`src/rtl/zone_scan_ctrl.sv`:
```
// zone_scan_ctrl: single timing source for the backlight zone datapath.
// Turns iDE/iVS into pixel/zone/line/row-band counters and strobes, all
// registered with one cycle of latency from iDE/iY.
// Optional per-zone luminance max readout: define ZONE_SCAN_ZONE_MAX_EN.
module zone_scan_ctrl #(
  parameter int H_ACTIVE = 1920,
  parameter int ZONE_W   = 80,
  parameter int N_HZONE  = 24,
  parameter int V_ACTIVE = 1080,
  parameter int ZONE_H   = 90,
  parameter int N_VZONE  = 12
) (
  input  logic        iODCK,
  input  logic        iRST,
  input  logic        iDE,
  input  logic        iVS,
  input  logic [7:0]  iY,
  output logic [11:0] oH_Count,
  output logic [4:0]  oZoneIdx,
  output logic        oZoneFirst,
  output logic        oZoneLast,
  output logic        oActive,
  output logic [7:0]  oY,
  output logic [10:0] oV_Count,
  output logic [3:0]  oRowIdx,
  output logic        oLineDone,
  output logic        oFrameDone,
  output logic        oLineErr
`ifdef ZONE_SCAN_ZONE_MAX_EN
  ,
  output logic        oMaxValid,
  output logic [4:0]  oMaxIdx,
  output logic [7:0]  oMaxY
`endif
);

  localparam logic [11:0] H_ACT   = 12'(H_ACTIVE);
  localparam logic [11:0] H_LAST  = 12'(H_ACTIVE - 1);
  localparam logic [11:0] ZW_LAST = 12'(ZONE_W - 1);
  localparam logic [4:0]  HZ_LAST = 5'(N_HZONE - 1);
  localparam logic [10:0] V_LAST  = 11'(V_ACTIVE - 1);
  localparam logic [10:0] ZH_LAST = 11'(ZONE_H - 1);
  localparam logic [3:0]  VZ_LAST = 4'(N_VZONE - 1);
  localparam logic        ZW_ONE  = (ZONE_W == 1);

  typedef enum logic [1:0] {IDLE, BLANK, ACTIVE} stateT;

  stateT       state, stateNext;
  logic        deD, vsD;
  logic        vsPend;     // VS rose mid-line; clear vertical counters at line end
  logic        frameFull;  // V_ACTIVE lines seen since last VS
  logic [11:0] zoneSub;
  logic [10:0] rowSub;

  logic        vsRise, deRise;
  logic        lineStart, pixStep, lineEnd;
  logic [11:0] hInc, subInc;
  logic        inRange, zoneWrap;
  logic [4:0]  zoneNext;
  logic        vsHit, lenErr, lastLine;

  assign vsRise = iVS & ~vsD;
  assign deRise = iDE & ~deD;

  // Next-state decode; also flags what the datapath does this cycle
  always_comb begin
    stateNext = state;
    lineStart = 1'b0;
    pixStep   = 1'b0;
    lineEnd   = 1'b0;
    case (state)
      IDLE:   if (vsRise) stateNext = BLANK;
      BLANK:  if (deRise) begin
                stateNext = ACTIVE;
                lineStart = 1'b1;
              end
      ACTIVE: if (iDE) pixStep = 1'b1;
              else begin
                lineEnd   = 1'b1;
                stateNext = BLANK;
              end
      default: stateNext = IDLE;
    endcase
  end

  // Horizontal next-pixel arithmetic; pixel index saturates at 4095
  assign hInc     = (oH_Count == 12'hFFF) ? oH_Count : oH_Count + 12'd1;
  assign inRange  = (hInc < H_ACT);
  assign zoneWrap = (zoneSub == ZW_LAST);
  assign subInc   = zoneWrap ? 12'd0 : zoneSub + 12'd1;
  assign zoneNext = (zoneWrap && inRange) ? oZoneIdx + 5'd1 : oZoneIdx;

  // Line-end qualifiers: VS seen during the line (now or earlier), bad length
  assign vsHit    = vsPend | vsRise;
  assign lenErr   = (oH_Count != H_LAST);
  assign lastLine = (oV_Count == V_LAST);

  // FSM state and edge-detect history
  always_ff @(posedge iODCK) begin
    if (iRST) begin
      state <= IDLE;
      deD   <= 1'b0;
      vsD   <= 1'b0;
      oY    <= 8'd0;
    end else begin
      state <= stateNext;
      deD   <= iDE;
      vsD   <= iVS;
      oY    <= iY;
    end
  end

  // Horizontal counters and zone strobes
  always_ff @(posedge iODCK) begin
    if (iRST) begin
      oH_Count   <= 12'd0;
      zoneSub    <= 12'd0;
      oZoneIdx   <= 5'd0;
      oZoneFirst <= 1'b0;
      oZoneLast  <= 1'b0;
      oActive    <= 1'b0;
    end else if (lineStart) begin
      oH_Count   <= 12'd0;
      zoneSub    <= 12'd0;
      oZoneIdx   <= 5'd0;
      oZoneFirst <= 1'b1;
      oZoneLast  <= ZW_ONE;
      oActive    <= 1'b1;
    end else if (pixStep) begin
      oH_Count   <= hInc;
      zoneSub    <= subInc;
      oZoneIdx   <= zoneNext;
      oZoneFirst <= inRange & zoneWrap;
      oZoneLast  <= inRange & (subInc == ZW_LAST);
      oActive    <= inRange;
    end else begin
      oZoneFirst <= 1'b0;
      oZoneLast  <= 1'b0;
      oActive    <= 1'b0;
    end
  end

  // Vertical counters, line/frame strobes and VS bookkeeping
  always_ff @(posedge iODCK) begin
    if (iRST) begin
      oV_Count   <= 11'd0;
      rowSub     <= 11'd0;
      oRowIdx    <= 4'd0;
      oLineDone  <= 1'b0;
      oFrameDone <= 1'b0;
      oLineErr   <= 1'b0;
      vsPend     <= 1'b0;
      frameFull  <= 1'b0;
    end else if (lineEnd) begin
      oLineDone <= 1'b1;
      if (vsHit) begin
        // Frame restarted under this line: it is malformed, restart vertically
        oV_Count   <= 11'd0;
        rowSub     <= 11'd0;
        oRowIdx    <= 4'd0;
        vsPend     <= 1'b0;
        frameFull  <= 1'b0;
        oLineErr   <= 1'b1;
        oFrameDone <= 1'b0;
      end else if (frameFull) begin
        // Extra line past V_ACTIVE: flag it and hold the counters
        oLineErr   <= 1'b1;
        oFrameDone <= 1'b0;
      end else begin
        oLineErr <= lenErr;
        if (lastLine) begin
          oFrameDone <= 1'b1;
          oV_Count   <= 11'd0;
          rowSub     <= 11'd0;
          oRowIdx    <= 4'd0;
          frameFull  <= 1'b1;
        end else begin
          oFrameDone <= 1'b0;
          oV_Count   <= oV_Count + 11'd1;
          if (rowSub == ZH_LAST) begin
            rowSub  <= 11'd0;
            oRowIdx <= (oRowIdx == VZ_LAST) ? 4'd0 : oRowIdx + 4'd1;
          end else begin
            rowSub <= rowSub + 11'd1;
          end
        end
      end
    end else begin
      oLineDone  <= 1'b0;
      oFrameDone <= 1'b0;
      oLineErr   <= 1'b0;
      if (vsRise) begin
        if (state == ACTIVE) begin
          vsPend <= 1'b1;
        end else begin
          oV_Count  <= 11'd0;
          rowSub    <= 11'd0;
          oRowIdx   <= 4'd0;
          vsPend    <= 1'b0;
          frameFull <= 1'b0;
        end
      end
    end
  end

`ifdef ZONE_SCAN_ZONE_MAX_EN
  logic [N_HZONE-1:0][7:0] liveMax, shadowMax;
  logic [4:0]              pixZone;
  logic                    pixUpd, bandEnd;
  logic                    overrun;  // sticky: a snapshot cut a readout short

  assign pixZone = lineStart ? 5'd0 : zoneNext;
  assign pixUpd  = lineStart | (pixStep & inRange);
  assign bandEnd = lineEnd & ~vsHit & ~frameFull & (rowSub == ZH_LAST);

  // Running per-zone max over the band, snapshot and sequential readout
  always_ff @(posedge iODCK) begin
    if (iRST) begin
      liveMax   <= '0;
      shadowMax <= '0;
      oMaxValid <= 1'b0;
      oMaxIdx   <= 5'd0;
      oMaxY     <= 8'd0;
      overrun   <= 1'b0;
    end else begin
      if (vsRise || bandEnd)
        liveMax <= '0;
      else if (pixUpd && (iY > liveMax[pixZone]))
        liveMax[pixZone] <= iY;

      if (bandEnd) begin
        shadowMax <= liveMax;
        oMaxValid <= 1'b1;
        oMaxIdx   <= 5'd0;
        oMaxY     <= liveMax[0];
        if (oMaxValid) overrun <= 1'b1;
      end else if (oMaxValid) begin
        if (oMaxIdx == HZ_LAST) begin
          oMaxValid <= 1'b0;
          oMaxIdx   <= 5'd0;
          oMaxY     <= 8'd0;
        end else begin
          oMaxIdx <= oMaxIdx + 5'd1;
          oMaxY   <= shadowMax[oMaxIdx + 5'd1];
        end
      end
    end
  end
`endif

endmodule

```
`config.mk`:
```
export PLATFORM = sky130hd
export DESIGN_NAME = zone_scan_ctrl
export DESIGN_NICKNAME = d
export VERILOG_FILES = /design/src/rtl/zone_scan_ctrl.sv
export SDC_FILE = /design/constraint.sdc
export NUM_CORES = 1
export LEC_CHECK = 0
export BUFFER_PORTS_ARGS = -buffer_cell sky130_fd_sc_hd__buf_2
export CAP_MARGIN = 10
export CORE_MARGIN = 2
export CORE_UTILIZATION = 45
export DETAILED_ROUTE_END_ITERATION = 12
export PLACE_DENSITY = 0.63
export SLEW_MARGIN = 20
export SYNTH_ARGS = -nofsm -noshare
export SYNTH_HDL_FRONTEND = slang
export SYNTH_SLANG_ARGS = --single-unit
```
`constraint.sdc`:
```
create_clock -name iODCK -period 3 [get_ports iODCK]
set_input_delay 0.9 -clock iODCK [delete_from_list [all_inputs] [get_ports iODCK]]
set_output_delay 0.9 -clock iODCK [all_outputs]
set_load 0.05 [all_outputs]
```
==> results.md, run 1 <==
- Status: complete, no violations
- DRT iter0 DRCs: approximately 140
- Antenna diode count: 0
- Initial core utilization: 0.460
- Mapped Cells: between 400 and 500
- Total setup buffers inserted after CTS: 0
- CTS tree: built
- Post-synth top area share: 0.424
- Final setup viols: 0
- Vias in the first global route: between 2000 and 3000
- Nets: between 400 and 500
- Die ar.: roughly 0.0086 mm2
- Core Region: around 0.0077 mm2
- Largest net degree at the start of global routing: 30
- # rows: 32
- Layout cells sized above 1: 0.203
- Minimum clock period: approximately 2.6 ns
- Final antenna-violating net count: 0
- Maximum VDD drop: ~270 uV
- Max Cap Violations: 0
- Clock Power Share: 0.450
- Final period util: 0.856
- Crit. Startpoint: oH_Count[0]
- Area leader, netlist: dfxtp_1
- Routed vias: approximately 3200
- Tot Pwr: between 2 and 2.5 mW
- Type of the worst min-delay path: flop to flop
- Data arrival time of the worst path: 2.81 ns
- Fillers: around 730
- Tot GR Track Use: 0.176
- Detail Placement HPWL: approximately 5500 um
- Clock Sinks: 75
- CP required: 3.24 ns
- Post-cts repair resize count: 0
- Post-Syn Nets: between 400 and 500
- Most frequent cells in the layout: dfxtp_1, buf_2, nor2_1, nand2_1, a21oi_1
- Seq pwr share: 0.492
- Library cells used by synthesis: 59
- Die Y: just over 90 um
- Final hold violations: 0
- Final Max Slew Viols: 0
- R2r startpoint: oH_Count[0]
- Int Power: around 1.6 mW
- CTS hold repair buffers: 0
- Fraction of registers with async set/reset: 0
- Switching share of power: 0.230
- Wire length per cell: between 10 and 15 um
- Commonest non-fill, non-tap cell in the layout: dfxtp_1
- Count of input and output buffers: 57
- Gate power share: 0.058
- Avg Cell Area, Syn: 8.56 um2
- Mapped Area: 0.00354 mm2
- Clock transition at path regs: ~0.080 ns
- Initial antenna violation count: 0
- Post-synth top flop: dfxtp_1
- # DRC: 0
- Clk_lat worst skew: 0.35 ns
- Synth Register Bits: 75
- Non-filler cells, final: between 500 and 600
- Setup TNS: 0 ns
- Switching power: approximately 0.48 mW
- Total Routed Length: 7710 um
- GP Congestion: roughly 0.8
- Clk root buf: clkbuf_8
- Critical Path Fanout Max: 11
- Critical path class: flop to flop
- First-pass GRT wire length: approximately 12000 um
- Total CTS buffers: 9
- RSZ-0062 raised after global routing: no
- EDFF count, synth: 0
- Total grt overflow: 0
- Die width: slightly above 90 um
- Placed Cells: ~570
- Total number of yosys warnings: 0
- Slew headroom: 0.441
- Max Clock Skew: ~0.0062 ns
- P&R area growth vs syn: 18.9%
- P_leak: ~1.6 nW
- Synth area leaders: dfxtp_1, nor2_1, a21oi_1, xor2_1, nand3_1
- Fmax: about 0.39 GHz
- # IOs: a little under 60
- Critical Path End Type: flop
- Clock tree buffer depth: 2
- Hold Path Origin: oRowIdx[1]
- P per Cell Area: slightly below 500 mW/mm2
- Vias per inst: roughly 5.4
- DR pass1 iterations: 4
- Slew of the pin with the lowest slew margin: between 0.8 and 0.9 ns
- H-Tree Depth: 3
- Critical path launch point type: flop
- Sequential-to-total area share from yosys stat: 0.424
[power groups by stage]
stage / Combinational (mW) / Sequential [mW] / Clock [mW]
floorplan: 0.0545 / 1.07 / 0
global placement: 0.120 / 1.04 / 0
detailed placement: 0.122 / 1.04 / 0
CTS: 0.122 / 1.02 / 0.958
global route: 0.129 / 1.02 / 0.991
finish: 0.120 / 1.02 / 0.933
[final timing paths]
check	to	slack, ns	depth (start not counted)
worst min-delay path	oRowIdx[1]	0.49	2
worst min register to register	oRowIdx[1]	0.49	2
worst max register to register	oZoneIdx[4]	0.43	8
worst max-delay path	oZoneIdx[4]	0.43	8
[area by class of cell]
type	count	area [um2]	area share
multi-input combinational	312	1930	0.459
sequential	75	1500	0.357
timing repair buffer	67	360	0.0857
tap	102	128	0.0303
clock buffer	9	124	0.0294
clock inverter	7	116	0.0277
inverter	12	45.0	0.0107
[cells in the mapped netlist, types with 5 or more instances]
library cell,count
dfxtp_1,75
nor2_1,43
nand2_1,31
a21oi_1,27
nand3_1,25
o21ai_0,25
xor2_1,15
nor2b_1,13
inv_1,12
or3_1,12
nand4_1,11
nor3_1,10
and3_1,9
clkbuf_1,9
ha_1,8
xnor2_1,8
nand3b_1,5
nor3_2,5
[logic make-up (layout without fill, tap and decap cells)]
logic type,after synthesis,count (layout),synth area share
AO/OA/AOI/OAI,79,79,0.134
XOR/XNOR,23,23,0.0570
adder cells (fa/ha/maj),8,8,0.0283
buffers and inverters,26,95,0.0294
flip-flops,75,75,0.424
multiplexers,5,5,0.0156
AND/OR/NAND/NOR,197,197,0.312
[critical path: stages, from the launching register on]
cell     delay (ns)
dfxtp_1        0.44
ha_1           0.34
inv_1          0.13
or3_1          0.40
or3b_1         0.38
a32oi_1        0.23
buf_4          0.20
nor3_2         0.06
mux2_4         0.29
[stage by stage]
stage | hold slack (ns) | utilization | setup WS [ns] | instance area [um2]
after floorplan | 0.454 | - | 0.316 | 3540
after global placement | 0.468 | 0.516 | 0.362 | 3970
after detailed placement | 0.480 | 0.516 | 0.250 | 3970
after CTS | 0.492 | 0.547 | 0.430 | 4210
after global routing | 0.507 | 0.547 | 0.302 | 4210
final | 0.491 | 0.547 | 0.431 | 4210
[routing by layer]
metal | vias up | share of wire | track usage | wire length [um]
li1 | 1611 | - | - | -
met1 | 1489 | 0.47 | 0.220 | 3630
met2 | 51 | 0.48 | 0.294 | 3730
met3 | 13 | 0.026 | 0.0317 | 201
met4 | 0 | 0.019 | 0.0858 | 145
met5 | - | 0 | 0 | 0
[state kept, by name, summed over array words and instances (netlist names)]
name,count
rowSub,11
oFrameDone,1
vsD,1
frameFull,1
vsPend,1
oH_Count,12
oActive,1
state,2
zoneSub,12
oLineDone,1
oZoneLast,1
oY,8
oRowIdx,4
deD,1
oLineErr,1
oZoneFirst,1
oZoneIdx,5
oV_Count,11
Power figures use the tool's default switching activity.
==> run 2, diff against run 1 <==
--- a/config.mk
+++ b/config.mk
@@ -10,6 +10,7 @@
 export CORE_MARGIN = 2
 export CORE_UTILIZATION = 45
 export DETAILED_ROUTE_END_ITERATION = 12
+export GPL_TIMING_DRIVEN = 0
 export PLACE_DENSITY = 0.63
 export SLEW_MARGIN = 20
 export SYNTH_ARGS = -nofsm -noshare
==> run 2 against run 1 <==
Hold slack about the same; global-route usage rose by 0.61 points; power shrank 4.0%; maximum frequency fell by 3.9%; first-iteration DRC count is 49% lower; core utilization fell by 0.52 points; wire length shrank 0.74%; critical path depth is the same; register-to-register slack lost 0.10 ns; clock skew increased by 0.0073 ns; via count unchanged; flip-flop and latch count is the same; critical path type unchanged; critical endpoint unchanged; largest cell class unchanged.
==> results.md, run 2 (synthesis results as in run 1) <==
- Switching power: 0.459 mW (-3.4%)
- R2r startpoint: oH_Count[0]
- Final setup viols: 0 (unchanged)
- First-pass GRT wire length: 12700 um (+3.4%)
- CTS hold repair buffers: 0 (unchanged)
- Routed vias: 3164 (unchanged)
- Clock transition at path regs: 0.08 ns (about the same)
- P_leak: 1.56 nW (-2.7%)
- Placed Cells: 572 (+0.70%)
- Die Y: 92.7 um (unchanged)
- Detail Placement HPWL: 5590 um (+1.4%)
- Maximum VDD drop: 256 uV (-3.5%)
- Post-cts repair resize count: 0 (unchanged)
- Max Clock Skew: 0.0136 ns (+0.00735 ns)
- Slew headroom: 0.351 (-0.0896)
- Total grt overflow: 0 (unchanged)
- H-Tree Depth: 3 (unchanged)
- Slowest cell on the critical path: dfxtp_1
- Most frequent cells in the layout: dfxtp_1, buf_2, nor2_1, nand2_1, a21oi_1
- Crit. Startpoint: oH_Count[0]
- Final antenna-violating net count: 0 (unchanged)
- Clock Power Share: 0.428 (-0.022)
- Final hold violations: 0 (unchanged)
- Tot GR Track Use: 0.182 (+0.00614)
- Switching share of power: 0.231 (+0.00127)
- Total CTS buffers: 9 (unchanged)
- DRT iter0 DRCs: 71 (-49%)
- Vias per inst: 5.39 (-0.51%)
- Data arrival time of the worst path: 2.91 ns (+0.10 ns)
- Final Max Slew Viols: 0 (unchanged)
- Type of the worst min-delay path: flop to flop
- Max Cap Violations: 0 (unchanged)
- Minimum clock period: 2.67 ns (+0.103 ns)
- Status: complete, no violations
- Final period util: 0.891 (+0.0343)
- DR pass1 iterations: 4 (unchanged)
- Clock Sinks: 75 (unchanged)
- Fmax: 0.374 GHz (-3.9%)
- Worst hold slack: 0.491 ns (-0.000147 ns)
- RSZ-0062 raised after global routing: no
- Critical path launch point type: flop
- Die width: 92.7 um (unchanged)
- Critical path class: flop to flop
- Count of input and output buffers: 57 (unchanged)
- Int Power: 1.53 mW (-4.1%)
- CTS tree: built
- Layout cells sized above 1: 0.184 (-0.0198)
- Seq pwr share: 0.512 (+0.020)
- GP Congestion: 0.880 (+7.4%)
- Total Routed Length: 7660 um (-0.74%)
- Critical Path Fanout Max: 10 (-1)
- Vias in the first global route: 2806 (+0.29%)
- # rows: 32 (unchanged)
- Gate power share: 0.060 (+0.002)
- Placement Cell Area: 0.00395 mm2 (-0.41%)
- Top Registers: oH_Count (12), zoneSub (12)
- Wire length per cell: 13.0 um (-1.2%)
- Crit-path max cell delay: 0.42 ns (-0.02 ns)
- Commonest non-fill, non-tap cell in the layout: dfxtp_1
- Largest net degree at the start of global routing: 13 (-57%)
- Initial core utilization: 0.460 (unchanged)
- Nets: 501 (+0.80%)
- Clk_lat worst skew: 0.35 ns (about the same)
- P&R area growth vs syn: 17.8%
- Hold Path Origin: oRowIdx[3]
- Antenna diode count: 0 (unchanged)
- Total setup buffers inserted after CTS: 0 (unchanged)
- P per Cell Area: 477 mW/mm2 (-3.0%)
- Slew of the pin with the lowest slew margin: 0.964 ns (+0.133 ns)
- # IOs: 58 (unchanged)
- Core Region: 0.00769 mm2 (unchanged)
- Die ar.: 0.00859 mm2 (unchanged)
- Clk root buf: clkbuf_8
- Worst path cell trace: ha_1 > inv_1 > or3_1 > or3b_1 > a32oi_1 > buf_4 > nor3_2 > mux2_4
- Non-filler cells, final: 587 (+0.51%)
- Clock tree buffer depth: 2 (unchanged)
- Initial antenna violation count: 0 (unchanged)
- Setup TNS: 0 ns (unchanged)
- Post-route design area: 0.00417 mm2 (-0.95%)
- Critical Path End Type: flop
- # DRC: 0 (unchanged)
- CP required: 3.24 ns (about the same)
==> run 2: critical path: cells and delay by family, from the launching register on <==
family | cells | cell delay (ns)
flops | 1 | 0.42
simple gates | 3 | 0.84
buf+inv | 2 | 0.36
fa+ha+maj | 1 | 0.33
mux | 1 | 0.29
compound gates | 1 | 0.33
==> run 2: final cells by class <==
| class | instances | area [um2] |
|---|---|---|
| buffer | 14 | 58.8 |
| multi-input combinational | 312 | 1930 |
| inverter | 12 | 45.0 |
| clock inverter | 4 | 75.1 |
| sequential | 75 | 1500 |
| tap | 102 | 128 |
| clock buffer | 11 | 141 |
| fill | 772 | 3520 |
| timing repair buffer | 57 | 285 |
==> run 2: final timing paths <==
check | to | slack, ns | cells past startpoint
worst max register to register | oZoneIdx[4] | 0.33 | 8
worst max-delay path | oZoneIdx[4] | 0.33 | 8
worst min register to register | oRowIdx[3] | 0.49 | 1
worst min-delay path | oRowIdx[3] | 0.49 | 1
==> run 2: metal layers <==
metal | GRT usage | vias up | wire length, um
met2 | 0.300 | 48 | 3700
met5 | 0 | - | 0
met3 | 0.0309 | 7 | 266
li1 | - | 1617 | -
met4 | 0.0723 | 0 | 89
met1 | 0.239 | 1492 | 3600
==> run 2: metrics by stage <==
stage                     power, mW  worst slack [ns]  utilization
final                          1.99             0.328        0.542
after CTS                      2.02             0.278        0.542
after global routing           2.08            0.0526        0.542
after global placement         1.16             0.155        0.514
after detailed placement       1.16             0.138        0.514
after floorplan                1.13             0.316            -
==> run 2: power groups by stage <==
stage / sequential, mW / clock [mW] / combinational, mW
after floorplan: 1.07 / 0 / 0.0545
after global placement: 1.04 / 0 / 0.120
after detailed placement: 1.04 / 0 / 0.121
after CTS: 1.02 / 0.877 / 0.122
after global routing: 1.02 / 0.928 / 0.131
final: 1.02 / 0.852 / 0.119
